[src/rtl/keypad_scanner_if.sv]
// Pin-side bundle of the keypad scanner: matrix lines plus the debounced key vector.
interface keypad_scanner_if;
  logic [3:0]  i_col_n;
  logic [3:0]  o_row_n;
  logic [15:0] o_key;
  logic        o_changed;

  modport master (output i_col_n, input o_row_n, o_key, o_changed);
  modport slave  (input i_col_n, output o_row_n, o_key, o_changed);
endinterface

[src/rtl/keypad_scanner.sv]
// 4x4 active-low matrix scanner with frame-level debounce; key[4*r+c] = 1 while held.
module keypad_scanner #(
  parameter int SCAN_DIV = 4,
  parameter int DB_CNT   = 3
) (
  input  logic            i_clk,
  input  logic            i_rst_n,
  keypad_scanner_if.slave bus
);
  localparam int            DW       = (SCAN_DIV > 1) ? $clog2(SCAN_DIV) : 1;
  localparam logic [DW-1:0] DIV_LAST = DW'(SCAN_DIV - 1);
  localparam logic [3:0]    STB_MAX  = 4'(DB_CNT);

  logic [3:0]    r_col_s1, r_col_s2;
  logic [DW-1:0] r_div;
  logic [1:0]    r_row;
  logic [3:0]    r_row_n;
  logic [15:0]   r_raw, r_prev, r_key;
  logic [3:0]    r_stable;
  logic          r_changed;

  logic          w_samp, w_frame_end, w_commit;
  logic [1:0]    w_row_nxt;
  logic [15:0]   w_frame;
  logic [3:0]    w_stable_nxt;

  assign w_samp      = (r_div == DIV_LAST);
  assign w_frame_end = w_samp && (r_row == 2'd3);
  assign w_row_nxt   = w_samp ? r_row + 2'd1 : r_row;
  // Row 3 is still in the synchroniser at frame end, so splice it in directly.
  assign w_frame     = {~r_col_s2, r_raw[11:0]};

  always_comb begin
    w_stable_nxt = 4'd1;
    if (w_frame == r_prev)
      w_stable_nxt = (r_stable >= STB_MAX) ? STB_MAX : r_stable + 4'd1;
  end

  assign w_commit = w_frame_end && (w_stable_nxt == STB_MAX) && (w_frame != r_key);

  always_ff @(posedge i_clk) begin
    if (!i_rst_n) begin
      r_col_s1 <= 4'hF;
      r_col_s2 <= 4'hF;
    end else begin
      r_col_s1 <= bus.i_col_n;
      r_col_s2 <= r_col_s1;
    end
  end

  always_ff @(posedge i_clk) begin
    if (!i_rst_n) begin
      r_div   <= '0;
      r_row   <= 2'd0;
      r_row_n <= 4'hF;
    end else begin
      r_div   <= w_samp ? '0 : r_div + DW'(1);
      r_row   <= w_row_nxt;
      r_row_n <= ~(4'b0001 << w_row_nxt);
    end
  end

  always_ff @(posedge i_clk) begin
    if (!i_rst_n) begin
      r_raw     <= '0;
      r_prev    <= '0;
      r_stable  <= 4'd0;
      r_key     <= '0;
      r_changed <= 1'b0;
    end else begin
      r_changed <= 1'b0;
      if (w_samp)
        r_raw[4*r_row +: 4] <= ~r_col_s2;
      if (w_frame_end) begin
        r_prev   <= w_frame;
        r_stable <= w_stable_nxt;
        if (w_commit) begin
          r_key     <= w_frame;
          r_changed <= 1'b1;
        end
      end
    end
  end

  assign bus.o_row_n   = r_row_n;
  assign bus.o_key     = r_key;
  assign bus.o_changed = r_changed;
endmodule
[src/flat_wrapper.sv]
// flat-port wrapper written by rule: the top's interface ports become plain ports
module keypad_scanner_flat 
#(
  parameter int SCAN_DIV = 4,
  parameter int DB_CNT   = 3
)
  (i_clk, i_rst_n, bus_i_col_n, bus_o_row_n, bus_o_key, bus_o_changed);
  keypad_scanner_if bus_i ();
  input  logic i_clk;
  input  logic i_rst_n;
  input wire logic [$bits(bus_i.i_col_n)-1:0] bus_i_col_n;
  output wire logic [$bits(bus_i.o_row_n)-1:0] bus_o_row_n;
  output wire logic [$bits(bus_i.o_key)-1:0] bus_o_key;
  output wire logic [$bits(bus_i.o_changed)-1:0] bus_o_changed;
  assign bus_i.i_col_n = bus_i_col_n;
  assign bus_o_row_n = bus_i.o_row_n;
  assign bus_o_key = bus_i.o_key;
  assign bus_o_changed = bus_i.o_changed;
  keypad_scanner #(.SCAN_DIV(SCAN_DIV), .DB_CNT(DB_CNT)) u_core (.i_clk(i_clk), .i_rst_n(i_rst_n), .bus(bus_i));
endmodule
[config.mk]
export PLATFORM = sky130hd
export DESIGN_NAME = keypad_scanner_flat
export DESIGN_NICKNAME = d
export VERILOG_FILES = /design/src/rtl/keypad_scanner_if.sv /design/src/rtl/keypad_scanner.sv /design/src/flat_wrapper.sv
export SDC_FILE = /design/constraint.sdc
export NUM_CORES = 1
export LEC_CHECK = 0
export BUFFER_PORTS_ARGS = -buffer_cell sky130_fd_sc_hd__buf_4
export CAP_MARGIN = 15
export CORE_ASPECT_RATIO = 0.5
export CORE_MARGIN = 5
export CORE_UTILIZATION = 55
export CTS_CLUSTER_DIAMETER = 80
export CTS_CLUSTER_SIZE = 24
export DETAILED_ROUTE_END_ITERATION = 8
export PLACE_DENSITY = 0.75
export RECOVER_POWER = 100
export SETUP_SLACK_MARGIN = 0.3
export SYNTH_ARGS = -nofsm -noshare
export SYNTH_HDL_FRONTEND = slang
export SYNTH_SLANG_ARGS = --single-unit
[constraint.sdc]
create_clock -name i_clk -period 2.55 [get_ports i_clk]
set_input_delay 0.3825 -clock i_clk [delete_from_list [all_inputs] [get_ports i_clk]]
set_output_delay 0.3825 -clock i_clk [all_outputs]
set_load 0.02 [all_outputs]
Word level (Yosys, flattened, before mapping). Index checks and enable logic that the tools add are counted. Widths: inputs -> output; s select.

Bits in registers: 69. Input bits: 6. Output and inout bits: 21. Word-level logic and storage cells: 37.

$add $sub $neg: 4. $lt $le $gt $ge: 1. Eq/ne operators: 5. Shift-type cells: 3. Muxes and demuxes: 5. Bitwise gates (word level): 3. Reduce and logical (&&, ||, !) cells: 6.

Operators with widths (count): $neg 4->34 (1); $shift 4x34->16 const A (1); $shiftx 4x34->16 (1); $bwmux 16 (1); $eq 16x16->1 (1); $ne 16x16->1 (1); $mux 4 (2); $not 4->4 (2); $add 2x1->2 const B (2); $add 4x1->4 const B (1); $eq 2x2->1 const B (2); $eq 4x2->1 const B (1); $ge 4x2->1 const B (1); $reduce_and 2->1 (2); $shl 1x2->4 const A (1); $logic_and 1x1->1 (3); $mux 2 (1); $reduce_or 2->1 (1); $mux 1 (1); $not 1->1 (1).

Depth between registers and ports, before layout.
Word-level depth: 7. Gate-level depth with buffers: 9. Depth with buffers taken out: 8.

Least setup slack after synthesis. No wires, ideal clock.

Kind: reg2reg. From: reg u_core.r_row[0]. To: reg u_core.r_raw[4]. Setup time: 65 ps. Arrival: 1669 ps. Data required time: 2485 ps. Setup slack: 816 ps. Cell stages (with the launch flop): 9. Buffers on the path: 1. Clock period less this slack: 1734 ps. Cell sequence: dfxtp_1 -> clkbuf_1 -> inv_1 -> ha_1 -> nand2_1 -> or3_1 -> nor2_1 -> a21oi_1 -> nor2_1.

Longest elaborated chain between the ends: 3. Elaborated cells on any way between the ends: 4. Classes of those cells: add/sub (1); shift (2); mux (1).

Ends and longest elaborated chain: start: declaration (RTL line keypad_scanner.sv:16) `logic [1:0] r_row;`; start signal: assignment (RTL line keypad_scanner.sv:58) `r_row <= w_row_nxt;`; $neg 4->34 (*) (RTL line keypad_scanner.sv:73) `r_raw[4*r_row +: 4] <= ~r_col_s2;`; $shiftx 4x34->16 or $shift 4x34->16 (tied branches) (RTL line keypad_scanner.sv:73); $bwmux 16 (*) (RTL line keypad_scanner.sv:73); end signal: indexed assignment (RTL line keypad_scanner.sv:73); end: declaration (RTL line keypad_scanner.sv:18) `logic [15:0] r_raw, r_prev, r_key;`.

Every way passes the cells marked *; elsewhere a longest branch is shown, timed or not. A chain may end at the register's enable or synchronous reset.

Worst setup path after layout.
From: reg u_core.r_row[0]. To: reg u_core.r_prev[7].

Longest elaborated chain between the ends: 2.

Ends and longest elaborated chain: $eq 2x2->1 (RTL line keypad_scanner.sv:28) `assign w_frame_end = w_samp && (r_row == 2'd3);`; $logic_and 1x1->1 (RTL line keypad_scanner.sv:28); end signal: assignment (RTL line keypad_scanner.sv:75) `r_prev <= w_frame;`; end: declaration (RTL line keypad_scanner.sv:18).

No other way between the ends.

==> impl_summary.log <==
[metrics] R2R depth: 5
[metrics] total count of hold-check failures in the final report: 0
[metrics] Synth top area share: 45.8%
[metrics] largest net degree at the start of global routing: 26
[metrics] port bufs: 26
[metrics] end point of the critical path: u_core.r_prev[7]
[metrics] worst path required time: approximately 2800 ps
[metrics] via density per instance: 5.48
[metrics] deepest level of the CTS H-tree: 3
[metrics] number of antenna-violating nets in the routed design: 0
[metrics] adder and majority gate portion of the synthesized area: 3.09%
[metrics] Clock Sinks: 65
[metrics] share of cells above drive strength 1: 10.9%
[metrics] fmax: between 400 and 500 MHz
[metrics] flip-flop and latch count after synthesis: 65
[metrics] proportion of register bits with asynchronous set or reset after synthesis: 0%
[metrics] Synth-to-Final Area Change: 7.71%
[metrics] fin area: roughly 3000 µm²
[metrics] biggest area contributors in the synthesized netlist: sky130_fd_sc_hd__dfxtp_1 46%, sky130_fd_sc_hd__a21oi_1 5.6%, sky130_fd_sc_hd__xnor2_1 5.2%
[metrics] total power per unit cell area: between 600 and 700 nW/µm²
[metrics] M1 wire length: 3.16 mm
[metrics] number of synthesized flops with an enable pin: 0
[metrics] source of the critical timing path: u_core.r_row[0]
[metrics] CTS hold repair buffers: 0
[metrics] standard-cell rows: 18
[metrics] setup repair after global routing missed its margin: false
[metrics] antenna violations before repair: 0
[metrics] Final setup viols: 0
[metrics] capturing point of the worst reg2reg path: u_core.r_prev[7]
[metrics] Critical Path Fanout Max: 11
[metrics] Worst slew margin: approximately a third
[metrics] type of destination of the critical path: flop
[metrics] Synthesized Nets: about 320
[metrics] crit path DAT: between 2000 and 2500 ps
[metrics] Reg2Reg Setup Slack: 470 ps
[metrics] status: finished clean
[metrics] sequential element share of the synthesized area: roughly 46%
[metrics] DRC: 0
[metrics] All-Layer GR Usage: 20.0%
[metrics] most frequent cell after synthesis: sky130_fd_sc_hd__dfxtp_1
[metrics] estimated wirelength of the detail-placed design: approximately 4.5 mm
[metrics] maximum count of clock buffers along a single path: 2
[metrics] total standard cell area after synthesis: 2840 µm²
[metrics] final max-slew violation count: 0
[metrics] global-route wire length before repair: 10.5 mm
[metrics] root buffer cell: sky130_fd_sc_hd__clkbuf_8
[metrics] distinct cell type count of the synthesized netlist: 37
[metrics] die extent in x: 112 µm
[metrics] top post-synthesis cells by count: 65 x sky130_fd_sc_hd__dfxtp_1, 33 x sky130_fd_sc_hd__nor2_1, 32 x sky130_fd_sc_hd__a21oi_1, 32 x sky130_fd_sc_hd__nand2_1, 17 x sky130_fd_sc_hd__xnor2_1
[metrics] xor and xnor area share after synthesis: between 10% and 20%
[metrics] Boundary Pins: 27
[metrics] combinational family with the most area after synthesis: simple AND/OR/NAND/NOR gates
[metrics] placed cell areas: ~3000 µm²
[metrics] Worst R2R Start: u_core.r_row[0]
[metrics] Worst Setup Start Kind: flop
[metrics] synthesized instance count: 311
[metrics] share of the clock period used by the worst path: 81.8%
[metrics] area of the core: 4950 µm²
[metrics] yosys warns: 0
[metrics] max cap viols: 0
[metrics] leak pwr: between 1 and 1.5 nW
[metrics] initial core utilization: a little under three fifths
[metrics] CTS tree: built
[metrics] IR Drop Worst-Case VDD: 0.317 mV
[metrics] router iterations before antenna repair: 4
[metrics] top metal layer carrying routed signals: met4
[metrics] post-layout minimum cycle time: about 2100 ps
[metrics] CTS Buf Count: 9
[metrics] wire per inst: 15.4 µm
[metrics] Clock Latency Late Sink: around 350 ps
[metrics] iteration-0 DRC count of the detailed router: about 170
[metrics] remaining global-route overflow: 0
[metrics] Setup Total Neg Slack: 0 ps
[metrics] routability congestion estimate: between 0.8 and 0.9
[metrics] dominant cell type by area after synthesis: sky130_fd_sc_hd__dfxtp_1
[metrics] total power after layout: about 1.9 mW
[metrics] routed vias: 2247
[metrics] met3 WL: 504 µm
[metrics] vias in the first global route: between 2k and 2.5k
[metrics] Clock Skew: between 8 and 9 ps
[metrics] chip height: 60.8 µm
[metrics] mux cell area share after synthesis: less than 1%
[metrics] transition at the pin with the smallest max-transition slack: ~980 ps
[metrics] total wire length: ~6.3 mm
[metrics] Final nets: ~350
[metrics] average size of a mapped cell: 9.13 µm²
[metrics] Hold/Removal Path Class: in2reg
[metrics] area fraction in and, or, nand and nor cells after synthesis: 20.7%
[metrics] clock slew seen by the registers of the worst setup and hold paths: roughly 70 ps
[metrics] fraction of the mapped netlist area in compound gates: about 15%
[metrics] number of antenna repair diodes: 0
[metrics] die outline area: ~6800 µm²
[metrics] predominant post-synthesis flop cell: sky130_fd_sc_hd__dfxtp_1
[metrics] fill count: 456
[metrics] met2 WL: ~2.6 mm
[metrics] startpoint-to-endpoint class of the critical path: reg2reg
==> registers in the layout, summed over array words and instances, names as in the netlist, 2 cells and up <==
register	flops
u_core.r_div	2
u_core.bus.o_key	16
u_core.r_stable	4
u_core.r_col_s2	4
u_core.bus.o_row_n	4
u_core.r_row	2
u_core.r_prev	16
u_core.r_col_s1	4
u_core.r_raw	12
==> final cells by class <==
class	instances	area, µm²	area share, %
clock inverters	3	17.5	0.573
well taps	70	87.6	2.86
multi-input cells	223	1350	44.3
flip-flops and latches	65	1300	42.6
repair buffers	33	148	4.83
inverters	3	11.3	0.368
clock buffers	13	139	4.54
==> stage by stage <==
step	hold WS (ps)	util (%)	std cells	setup WS, ps
after floorplan	386	-	311	816
final	220	61.7	410	465
after global routing	205	61.7	410	245
after detailed placement	396	61.4	393	463
after CTS	210	64.6	409	447
after global placement	392	61.4	393	541
==> critical path, stage by stage (launching register included) <==
cell and delay [ps]:
sky130_fd_sc_hd__dfxtp_1 530, sky130_fd_sc_hd__ha_1 220, sky130_fd_sc_hd__and2_0 520, sky130_fd_sc_hd__clkbuf_1 460, sky130_fd_sc_hd__nand2_1 100, sky130_fd_sc_hd__a21oi_1 160
==> repair_timing <==
action | CTS | global route
gates resized for setup | 0 | 0
setup endpoints to repair | 0 | 14
endpoints found under the hold margin | 0 | 0
setup buffers | 0 | 1
==> layout by cell type, fill, tap and decap left out, drive strengths merged, types with 5 or more instances in the layout <==
cell    netlist  routed
a211oi        8       8
a21oi        42      42
nand2        32      32
dfxtp        65      65
nor3          5       5
nand3        12      12
clkbuf       10      40
xnor2        17      17
nor2         33      33
buf          10       6
nor4          6       6
nand4         5       5
o21ai        17      17
nand2b        9       9
ha            7       7
xor2         16      16
==> logic make-up after synthesis <==
family                     after synthesis
buffers and inverters                   23
muxes                                    1
AOI/OAI and AO/OA                       68
DFF                                     65
adders and majority gates                7
and+or+nand+nor                        114
xor gates and xnor gates                33
==> worst min path at each step <==
stage                                  start                 end  slack (ps)  cells after the start
after floorplan           u_core.r_col_s1[0]  u_core.r_col_s2[0]         390                      1
after global placement    u_core.r_col_s1[1]  u_core.r_col_s2[1]         390                      1
after detailed placement  u_core.r_col_s1[2]  u_core.r_col_s2[2]         400                      1
after CTS                     bus_i_col_n[2]  u_core.r_col_s1[2]         210                      2
after global routing          bus_i_col_n[0]  u_core.r_col_s1[0]         210                      2
final                         bus_i_col_n[2]  u_core.r_col_s1[2]         220                      2
==> power breakdown <==
part           internal (mW)  switching [mW]  leakage [nW]
Sequential              1.03          0.0159         0.527
Combinational         0.0303          0.0500         0.516
Clock                  0.351           0.376        0.0774
Total                   1.41           0.442          1.12
==> layer usage <==
layer / GRT usage [%] / up-vias
met5: 0 / -
met4: 5.89 / 0
met3: 7.17 / 9
met2: 30.0 / 79
met1: 27.6 / 1053
li1: - / 1106
(Power assumes the default switching activity.)
